--- config.mk ---
export PLATFORM = sky130hd
export DESIGN_NAME = fetch_4way
export DESIGN_NICKNAME = d
export VERILOG_FILES = /design/src/rtl/fetch_4way_pkg.sv /design/src/rtl/fetch_skid_buf.sv /design/src/rtl/fetch_4way.sv
export SDC_FILE = /design/constraint.sdc
export NUM_CORES = 1
export LEC_CHECK = 0
export ABC_AREA = 1
export CELL_PAD_IN_SITES_DETAIL_PLACEMENT = 0
export CELL_PAD_IN_SITES_GLOBAL_PLACEMENT = 1
export CORE_MARGIN = 2
export CORE_UTILIZATION = 31
export CTS_CLUSTER_SIZE = 25
export DETAILED_ROUTE_END_ITERATION = 7
export HOLD_SLACK_MARGIN = 0.03
export PLACE_DENSITY_LB_ADDON = 0.1
export SETUP_SLACK_MARGIN = 0.02
export SLEW_MARGIN = 25
export SYNTH_ARGS = -nofsm -noshare
export SYNTH_HDL_FRONTEND = slang
export SYNTH_SLANG_ARGS = --single-unit
--- constraint.sdc ---
create_clock -name clk -period 1.6 [get_ports clk]
set_input_delay 0.32 -clock clk [delete_from_list [all_inputs] [get_ports clk]]
set_output_delay 0.32 -clock clk [all_outputs]
set_load 0.02 [all_outputs]
--- src/rtl/fetch_4way_pkg.sv ---
// Shared widths and the fetch entry record for the 4-thread fetch stage.
package fetch_4way_pkg;
  localparam int PC_W     = 14;
  localparam int TID_W    = 2;
  localparam int INSTR_W  = 32;
  localparam int NTHREADS = 4;
  localparam int IADDR_W  = PC_W - 2;

  typedef struct packed {
    logic               valid;
    logic               dead;
    logic [TID_W-1:0]   tid;
    logic [PC_W-1:0]    pc;
    logic [INSTR_W-1:0] instr;
  } entry_t;
endpackage

--- src/rtl/fetch_skid_buf.sv ---
// Output register plus optional skid entry (FETCH_SKID_EN) feeding decode.
// Entries whose tid matches kill_tid are dropped in the kill cycle, and the
// presented out_valid is gated the same cycle so no handshake can take them.
module fetch_skid_buf import fetch_4way_pkg::*; (
  input  logic               clk,
  input  logic               rst,
  input  entry_t             in_ent,
  input  logic               kill,
  input  logic [TID_W-1:0]   kill_tid,
  input  logic               out_ready,
  output logic               out_valid,
  output logic [INSTR_W-1:0] out_instr,
  output logic [PC_W-1:0]    out_pc,
  output logic [TID_W-1:0]   out_tid,
  output logic               skid_v
);
  entry_t out_q, out_d;
  logic   out_free;

  assign out_valid = out_q.valid && !(kill && out_q.tid == kill_tid);
  assign out_free  = !out_valid || out_ready;
  assign out_instr = out_q.instr;
  assign out_pc    = out_q.pc;
  assign out_tid   = out_q.tid;

`ifdef FETCH_SKID_EN
  entry_t skid_q, skid_d;
  logic   skid_live;

  assign skid_live = skid_q.valid && !(kill && skid_q.tid == kill_tid);
  assign skid_v    = skid_q.valid;

  // Skid drains into the output register ahead of newer returning data.
  always_comb begin
    out_d        = out_q;
    out_d.valid  = out_valid;
    skid_d       = skid_q;
    skid_d.valid = skid_live;
    if (out_free) begin
      if (skid_live) begin
        out_d  = skid_q;
        skid_d = in_ent;
      end else if (in_ent.valid) begin
        out_d = in_ent;
      end else begin
        out_d.valid = 1'b0;
      end
    end else if (in_ent.valid) begin
      skid_d = in_ent;
    end
  end

  // Skid entry register.
  always_ff @(posedge clk) begin
    if (rst) skid_q <= '0;
    else     skid_q <= skid_d;
  end
`else
  assign skid_v = 1'b0;

  // Single output register: load when empty or being drained.
  always_comb begin
    out_d       = out_q;
    out_d.valid = out_valid;
    if (out_free) begin
      if (in_ent.valid) out_d = in_ent;
      else              out_d.valid = 1'b0;
    end
  end
`endif

  // Output register.
  always_ff @(posedge clk) begin
    if (rst) out_q <= '0;
    else     out_q <= out_d;
  end
endmodule

--- src/rtl/fetch_4way.sv ---
// 4-thread instruction fetch: issues one imem read per accepted slot, tags
// it with {pc, tid}, handles execute redirects (pending register + kill by
// tid) and hands live data to decode through fetch_skid_buf.
// Build option: FETCH_SKID_EN adds the skid entry for 1 instruction/cycle.
module fetch_4way import fetch_4way_pkg::*; (
  input  logic               clk,
  input  logic               rst,
  input  logic               fetch_en,
  input  logic [TID_W-1:0]   tid_in,
  input  logic [PC_W-1:0]    ins_ptr,
  output logic               ip_en,
  output logic               ip_branch,
  output logic [TID_W-1:0]   ip_br_tid,
  output logic [PC_W-1:0]    ip_br_addr,
  input  logic               branch,
  input  logic [TID_W-1:0]   br_tid,
  input  logic [PC_W-1:0]    br_addr,
  output logic               imem_rd,
  output logic [IADDR_W-1:0] imem_addr,
  input  logic [INSTR_W-1:0] imem_rdata,
  output logic               out_valid,
  output logic [INSTR_W-1:0] out_instr,
  output logic [PC_W-1:0]    out_pc,
  output logic [TID_W-1:0]   out_tid,
  input  logic               out_ready
);
  logic             infl_v, infl_dead;
  logic [TID_W-1:0] infl_tid;
  logic [PC_W-1:0]  infl_pc;
  logic             pend_v;
  logic [TID_W-1:0] pend_tid;
  logic [PC_W-1:0]  pend_addr;
  logic             can_issue, issue, skid_v;
  entry_t           ret_ent;

`ifdef FETCH_SKID_EN
  logic [1:0] occ;
  // In-flight read counts as held: it lands next cycle with nowhere else to go.
  assign occ       = 2'(out_valid) + 2'(skid_v) + 2'(infl_v) - 2'(out_valid && out_ready);
  assign can_issue = occ < 2'd2;
`else
  // skid_v is tied low in this build; kept in the term so the port is consumed.
  assign can_issue = !infl_v && !skid_v && (!out_valid || out_ready);
`endif

  assign issue      = !rst && fetch_en && can_issue;
  assign imem_rd    = issue;
  assign ip_en      = issue;
  assign imem_addr  = ins_ptr[PC_W-1:2];
  assign ip_branch  = pend_v;
  assign ip_br_tid  = pend_tid;
  assign ip_br_addr = pend_addr;

  // Returning read: live unless tagged dead or killed by this cycle's branch.
  always_comb begin
    ret_ent       = '0;
    ret_ent.valid = infl_v && !infl_dead && !(branch && br_tid == infl_tid);
    ret_ent.tid   = infl_tid;
    ret_ent.pc    = infl_pc;
    ret_ent.instr = imem_rdata;
  end

  // In-flight tag; reads always return the next cycle, so it lives one cycle.
  always_ff @(posedge clk) begin
    if (rst) begin
      infl_v    <= 1'b0;
      infl_dead <= 1'b0;
      infl_tid  <= '0;
      infl_pc   <= '0;
    end else begin
      infl_v <= issue;
      if (issue) begin
        infl_dead <= (pend_v && tid_in == pend_tid) || (branch && tid_in == br_tid);
        infl_tid  <= tid_in;
        infl_pc   <= ins_ptr;
      end
    end
  end

  // Pending redirect: newest branch wins; consumed by the next issue.
  always_ff @(posedge clk) begin
    if (rst) begin
      pend_v    <= 1'b0;
      pend_tid  <= '0;
      pend_addr <= '0;
    end else if (branch) begin
      pend_v    <= 1'b1;
      pend_tid  <= br_tid;
      pend_addr <= br_addr;
    end else if (issue) begin
      pend_v    <= 1'b0;
    end
  end

  fetch_skid_buf u_buf (
    .clk       (clk),
    .rst       (rst),
    .in_ent    (ret_ent),
    .kill      (branch),
    .kill_tid  (br_tid),
    .out_ready (out_ready),
    .out_valid (out_valid),
    .out_instr (out_instr),
    .out_pc    (out_pc),
    .out_tid   (out_tid),
    .skid_v    (skid_v)
  );
endmodule

# == After elaboration in Yosys (flattened, before gate mapping) ==
# Index checks and enable logic that the tools add are counted.
# totals
regBits,84
latch_bits,0
ramBits,0
rom_bits,0
output_inout_bits,80
word_cells,40
memories,0
# classes
n_addsub,0
n_mul,0
n_div,0
n_lt_le_gt_ge,0
n_eq_ne,4
shift,0
muxes,5
n_bitwise,0
reduce_logical,20
# ops
cell,count
50-bit 2-to-1 mux,1
48-bit 2-to-1 mux,1
1-bit logical AND,10
2-bit == test,4
1-bit logical NOT,6
1-bit 2-to-1 mux,3
1-bit logical OR,2
2-bit AND reduction,1
2-bit nonzero test,1

# == Logic depth before layout (Yosys ltp) ==
# Gate-level depths: netlist of the first run.
# logic_depth
depth_word,10
depth_mapped,12

# == Cells and area by module ==
# A second synthesis of the first run with hierarchy kept.
# hier_totals
cells_unflattened,578
area_unflattened_um2,4185.3
# modules_own_cells
module,n_inst,cells_per_inst,area_per_inst_um2
fetch_skid_buf,1,380,2680.1
fetch_4way,1,198,1505.2

# == Worst setup path after synthesis of the first run ==
# Ideal clock, no wire load.
# synth_timing
path_kind,register to output
from,register u_buf.out_q (netlist bit u_buf.out_tid[1])
to,output ip_en
t_arrival_ns,1.245
slack_ns,0.035
path_stages_with_launch,11
path_buffers,2
cell_sequence,dfxtp_1 -> inv_1 -> nand2_1 -> nand2_1 -> nor2_1 -> nand2_2 -> nand3_4 -> nand2_2 -> inv_2 -> buf_6 -> buf_4
# synth_between
elab_chain_len,8
# synth_lines
element,line,text
"start, declared",fetch_skid_buf.sv:17,"entry_t out_q, out_d;"
"start signal, assigned",fetch_skid_buf.sv:75,else out_q <= out_d;
2-bit == test,fetch_skid_buf.sv:20,assign out_valid = out_q.valid && !(kill && out_q.tid == kill_tid);
1-bit logical AND,fetch_skid_buf.sv:20,
1-bit logical NOT,fetch_skid_buf.sv:20,
1-bit logical AND,fetch_skid_buf.sv:20,
1-bit logical NOT,fetch_4way.sv:43,assign can_issue = !infl_v && !skid_v && (!out_valid || out_ready);
1-bit logical OR,fetch_4way.sv:43,
1-bit logical AND,fetch_4way.sv:43,
1-bit logical AND,fetch_4way.sv:46,assign issue = !rst && fetch_en && can_issue;
"end, declared",fetch_4way.sv:11,"output logic ip_en,"
# No other way between the ends.

# == Worst setup path after layout of the first run ==
# layout_timing
from,register u_buf.out_q (netlist bit u_buf.out_tid[1])
to,output imem_rd
# layout_between
elab_chain_len,8
# layout_lines
element,line,text
2-bit == test,fetch_skid_buf.sv:20,
1-bit logical AND,fetch_skid_buf.sv:20,
1-bit logical NOT,fetch_skid_buf.sv:20,
1-bit logical AND,fetch_skid_buf.sv:20,
1-bit logical NOT,fetch_4way.sv:43,
1-bit logical OR,fetch_4way.sv:43,
1-bit logical AND,fetch_4way.sv:43,
1-bit logical AND,fetch_4way.sv:46,
"end, declared",fetch_4way.sv:18,"output logic imem_rd,"
# No other way between the ends.

==> results of run 1 <==
cell usage after synthesis:
library cell,count
nor2_1,145
dfxtp_1,84
nand2_1,83
buf_4,65
nand3b_1,60
nor2_2,20
o21ai_0,17
inv_1,11
buf_2,8
nand3_1,8
buf_1,7
buf_6,5
clkbuf_1,5
inv_2,5
a21oi_1,4
nand2_2,3
a21boi_0,1
buf_8,1
nand3_4,1
nor2_4,1
xor2_1,1
stage by stage:
stage	util [%]	power, mW
2_1_floorplan	-	3.15
3_3_place_gp	42.1	3.59
3_5_place_dp	42.1	3.60
4_1_cts	44.2	5.82
5_1_grt	44.5	6.04
6_report	44.5	5.73
layout make-up:
class                           instances  share of cell area (%)
Inverter                               16                    1.15
Clock buffer                            9                    3.99
Timing Repair Buffer                  178                    29.9
Tap cell                              172                    3.81
Multi-Input combinational cell        344                    29.5
Sequential cell                        84                    29.8
Clock inverter                          7                    1.77
repair_timing:
action,4_1_cts,5_1_grt
hold endpoints to repair,0,0
cloned,0,0
endpoints found under the setup margin,145,83
pin swaps,2,5
resized for setup,109,14
buffers inserted,1,0
worst min-delay path, cell delays in order, from the launching register on:
cell and delay [ns]:
dfxtp_1 0.33, nor2_1 0.05, nor2_1 0.06
power breakdown:
group	internal [mW]	switching, mW	total, mW
logic	0.537	0.591	1.13
clock network	1.38	0.901	2.28
registers	2.25	0.0757	2.33
logic make-up after synthesis:
family,synth area share (%)
DFF,41.8
xor gates and xnor gates,0.218
and+or+nand+nor,37.7
buffers and inverters,17.5
AOI/OAI and AO/OA,2.80
metal layers:
layer  up-vias  wire, um
met5         -         0
met4         0       176
met3        13       545
met2        87      4670
met1      1582      4610
li1       1804         -
state kept, by name, summed over array words and instances, names as in the netlist:
register / cells
ip_br_addr: 14
u_buf.out_q: 1
infl_tid: 2
infl_dead: 1
ip_br_tid: 2
infl_pc: 14
u_buf.out_instr: 32
u_buf.out_tid: 2
infl_v: 1
u_buf.out_pc: 14
ip_branch: 1
worst paths after layout:
kind                                      start                               end  slack (ns)
hold / removal           infl_dead$_SDFFE_PP0P_            infl_dead$_SDFFE_PP0P_        0.47
setup / recovery  u_buf.out_tid[1]$_SDFFE_PP0P_                           imem_rd       -0.07
setup reg to reg  u_buf.out_tid[1]$_SDFFE_PP0P_  u_buf.out_instr[15]$_SDFFE_PP0P_        0.08
hold reg to reg          infl_dead$_SDFFE_PP0P_            infl_dead$_SDFFE_PP0P_        0.47
==> metrics.md, run 1 <==
| Metric | Value |
|---|---|
| Area grow syn2layout | 40.2% |
| IO buf count | 148 |
| Seq. cell area | 1680 um^2 |
| Htree depth | 3 |
| Final Skew | 0.00724 ns |
| Leak | 2.61 nW |
| CP delay by family, top | simple AND/OR/NAND/NOR gates |
| Worst skew pair latency | 0.34 ns |
| PD cells | 1020 nW/um^2 |
| RePlAce Congestion | 0.758 |
| Top-area cell type share of the netlist area | 41.8% |
| I/O pin count | 149 |
| GR Layer Usage met3 | 4.22% |
| Num CTS Buffers | 9 |
| DRC | 0 |
| Final Non-Filler Cells | 810 |
| Via/cell ratio | 4.30 |
| Fin crit share | 105% |
| Critical path capture point type | output pin |
| Peak VDD IR | 407 uV |
| CP Launch Type | register |
| Warnings from Yosys | 0 |
| CTS tree | yes |
| Critical Path AT | 1.35 ns |
| GRT Max-Usage Layer | met2 |
| Worst hold margin | 0.471 ns |
| Min cycle time layout | 1.67 ns |
| Highest clock rate | 597 MHz |
| Sequential fraction of the synthesis area | 41.8% |
| Initial Util | 31.8% |
| Final instance area | 5640 um^2 |
| Setup WS pre-CTS | -0.670 ns |
| Total Wirelength | 10,000 um |
| Multi-input logic area | 1660 um^2 |
| Largest net degree at the start of global routing | 81 |
| Clock slew at reported path FFs | 0.06 ns |
| Vias post-DR | 3,486 |
| Failing checks | negative setup slack |
| Area contributors post-synth | dfxtp_1 (42%), nor2_1 (14%), buf_4 (12%), nand3b_1 (11%), nand2_1 (7.7%) |
| Setup TNS | -0.147 ns |
| Total Routing Usage GR | 14.9% |
| RSZ-0062 raised after global routing | true |
| Critical path fanouts, max | 3 |
| Deepest clock path buffer count | 2 |
| Site row count | 41 |
| Req. time, crit path | 1.28 ns |
| Most frequent cells in the layout | nor2_1 (143), dfxtp_1 (82), nand2_1 (81) |
| Post-detail-place hpwl | 6910 um |
| Most frequent CP cell | nand2_1 |
| Max cap viols | 0 |
| Post-Syn Nets | 604 |
| Crit Path Category | register to output pin |
| Final Setup Violations | 2 |
| Slowest cell on crit path | dfxtp_2 |
| Layout cells sized above 1 | 13.6% |
| Crit path largest cell delay | 0.34 ns |
| Antenna diodes | 0 |
| Post-DRT Antenna Nets | 0 |
| Hold WC Path Type | register to register |
| First-pass GRT wire length | 16,900 um |
| Pre-antenna DRT Iters | 4 |
| FF-to-FF path depth | 12 |
| Most common cell after layout, fill and taps aside | nor2_1 |
| DR WL/cell | 12.3 um |
| Outcome | complete, but fails checks |
| Hold Fails Final Rpt | 0 |
| Max-Slew Margin vs Limit | 60.9% |
| Die outline height | 118 um |
| Sink Count | 84 |
| Tightest Pin Transition | 0.586 ns |
| Post-synthesis instance total | 535 |
| DIE WIDTH | 118 um |
| Synth Area per Inst | 7.53 um^2 |
| Met2 Track Usage GR | 24.7% |
| Worst Slack Setup Final | -0.0746 ns |
| Cell Count Post-Placement | 793 |
| Vias in the first global route | 3,444 |
| Layout net count | 702 |
| Clk root buf | clkbuf_16 |
| Synth area leader | dfxtp_1 |
| Remaining Overflow, GRT | 0 |
| Synthesized flop and latch total | 84 |
| Initial antenna violation count | 0 |
| Synth unique cells | 21 |
| Synthesized cell area | 4030 um^2 |
| Fillers | 1,336 |
| CORE AREA | 12,700 um^2 |
| Max-slew violations | 0 |
| WHS Path Cells | 2 |
| Area after DPL | 5330 um^2 |
| Hold Buf Count CTS | 0 |
| DRT iter0 DRCs | 142 |
| Buf/Inv on CP | 3 |
| Levels on crit path | 9 |
| Die area | 13,900 um^2 |
| Worst path cell trace | inv_2 > nand2_1 > nand2_1 > nor2_2 > nand2_2 > nand3_4 > nand2_4 > inv_4 > buf_6 |
| Met1 Track Usage GR | 18.2% |
Note: power is estimated with default switching activity, not from simulation.
==> run 2: changes to the inputs <==
--- a/config.mk
+++ b/config.mk
@@ -15,6 +15,7 @@
 export HOLD_SLACK_MARGIN = 0.03
 export PLACE_DENSITY_LB_ADDON = 0.1
 export SETUP_SLACK_MARGIN = 0.02
+export SKIP_LAST_GASP = 1
 export SLEW_MARGIN = 25
 export SYNTH_ARGS = -nofsm -noshare
 export SYNTH_HDL_FRONTEND = slang
==> metrics.md, run 2 (synthesis results as in run 1) <==
| Metric | Value |
|---|---|
| Outcome | complete, but fails checks |
| Failing checks | negative setup slack |
| Htree depth | 3 |
| Sink Count | 84 |
| Worst path cell trace | inv_2 > nand2_1 > nand2_1 > nor2_2 > nand2_2 > nand3_4 > nand2_4 > inv_4 > buf_6 |
| Final Non-Filler Cells | 810 |
| First-pass GRT wire length | 16,900 um |
| Site row count | 41 |
| Layout cells sized above 1 | 13.6% |
| PD cells | 1020 nW/um^2 |
| Fillers | 1,337 |
| Final Setup Violations | 2 |
| Multi-input logic area | 1660 um^2 |
| Cell Count Post-Placement | 793 |
| Critical path fanouts, max | 3 |
| Layout net count | 702 |
| Seq. cell area | 1680 um^2 |
| RSZ-0062 raised after global routing | true |
| Most common cell after layout, fill and taps aside | nor2_1 |
| Crit path largest cell delay | 0.34 ns |
| Most frequent cells in the layout | nor2_1 (143), dfxtp_1 (82), nand2_1 (81) |
| Clock slew at reported path FFs | 0.06 ns |
| CORE AREA | 12,700 um^2 |
| Worst hold margin | 0.471 ns |
| Max cap viols | 0 |
| Hold WC Path Type | register to register |
| Area grow syn2layout | 40.1% |
| Pre-antenna DRT Iters | 4 |
| DR WL/cell | 12.3 um |
| Die area | 13,900 um^2 |
| I/O pin count | 149 |
| Worst skew pair latency | 0.34 ns |
| Hold Fails Final Rpt | 0 |
| Num CTS Buffers | 9 |
| Crit Path Category | register to output pin |
| IO buf count | 148 |
| Fin crit share | 105% |
| Max-slew violations | 0 |
| Tightest Pin Transition | 0.587 ns |
| Vias post-DR | 3,494 |
| Deepest clock path buffer count | 2 |
| Req. time, crit path | 1.28 ns |
| DRT iter0 DRCs | 142 |
| CP delay by family, top | simple AND/OR/NAND/NOR gates |
| Initial Util | 31.8% |
| CTS tree | yes |
| RePlAce Congestion | 0.758 |
| Critical path capture point type | output pin |
| Min cycle time layout | 1.68 ns |
| Post-DRT Antenna Nets | 0 |
| Antenna diodes | 0 |
| Tot Pwr | 5.73 mW |
| Hold Buf Count CTS | 0 |
| CP Launch Type | register |
| Post-detail-place hpwl | 6910 um |
| Slowest cell on crit path | dfxtp_2 |
| Via/cell ratio | 4.31 |
| Vias in the first global route | 3,444 |
| Total Wirelength | 9990 um |
| Final Util | 44.5% |
| Final Skew | 0.00717 ns |
| Highest clock rate | 597 MHz |
| Buf/Inv on CP | 3 |
| Worst Slack Setup Final | -0.0750 ns |
| DRC | 0 |
| Die outline height | 118 um |
| Number of flip-flops in the largest register | 32 |
| Max-Slew Margin vs Limit | 60.9% |
| Clk root buf | clkbuf_16 |
| Largest net degree at the start of global routing | 81 |
| Peak VDD IR | 407 uV |
| Leak | 2.60 nW |
| Critical Path AT | 1.36 ns |
| Initial antenna violation count | 0 |
| Remaining Overflow, GRT | 0 |
| Most frequent CP cell | nand2_1 |
| Total Routing Usage GR | 14.9% |
| DIE WIDTH | 118 um |
## run 2: per-layer routing
layer  up-vias  wire length [um]  global-route usage [%]
met5         -                 0                       0
met4         0               176                    6.10
met3        13               548                    4.22
met2        89              4670                    24.7
met1      1589              4600                    18.2
li1       1803                 -                       -
## run 2: worst paths after layout
| kind | cells past startpoint | from | slack (ns) | end |
|---|---|---|---|---|
| hold / removal | 2 | infl_dead$_SDFFE_PP0P_ | 0.47 | infl_dead$_SDFFE_PP0P_ |
| hold reg to reg | 2 | infl_dead$_SDFFE_PP0P_ | 0.47 | infl_dead$_SDFFE_PP0P_ |
| setup reg to reg | 12 | u_buf.out_tid[1]$_SDFFE_PP0P_ | 0.08 | u_buf.out_instr[15]$_SDFFE_PP0P_ |
| setup / recovery | 9 | u_buf.out_tid[1]$_SDFFE_PP0P_ | -0.08 | imem_rd |
## run 2: per-stage QoR
step / TNS, ns / setup WS [ns] / cell area, um^2
floorplan: 0 / 0.0345 / 4030
global placement: -41.30 / -0.677 / 5330
detailed placement: -41.86 / -0.670 / 5330
CTS: -0.281 / -0.155 / 5590
global route: -1.39 / -0.161 / 5640
finish: -0.148 / -0.0750 / 5640
## run 2: where the power goes
part	leakage, nW	switching [mW]	internal [mW]
Sequential	0.692	0.0756	2.25
Combinational	1.76	0.590	0.537
Clock	0.148	0.901	1.38
Total	2.60	1.57	4.16
## run 2: worst reg2reg max path, stage by stage, from the launching register on
cell and delay (ns):
dfxtp_2 0.34, inv_2 0.03, nand2_1 0.04, nand2_1 0.06
nor2_2 0.13, nand2_2 0.08, nand3_4 0.09, buf_8 0.17
nand2_2 0.10, inv_4 0.11, buf_12 0.17, nor2_1 0.06
nor2_1 0.09
## run 2: final cells by class
cell class	instances	share of cell area [%]
Clock inverter	7	1.78
Inverter	16	1.15
Tap cell	172	3.82
Sequential cell	84	29.9
Timing Repair Buffer	178	30.0
Clock buffer	9	3.99
Multi-Input combinational cell	344	29.4
## run 2: what timing repair did
item / 4_1_cts / 5_1_grt
pin swaps: 2 / 5
endpoints found under the setup margin: 145 / 83
resized for setup: 107 / 15
buffers inserted: 1 / 0
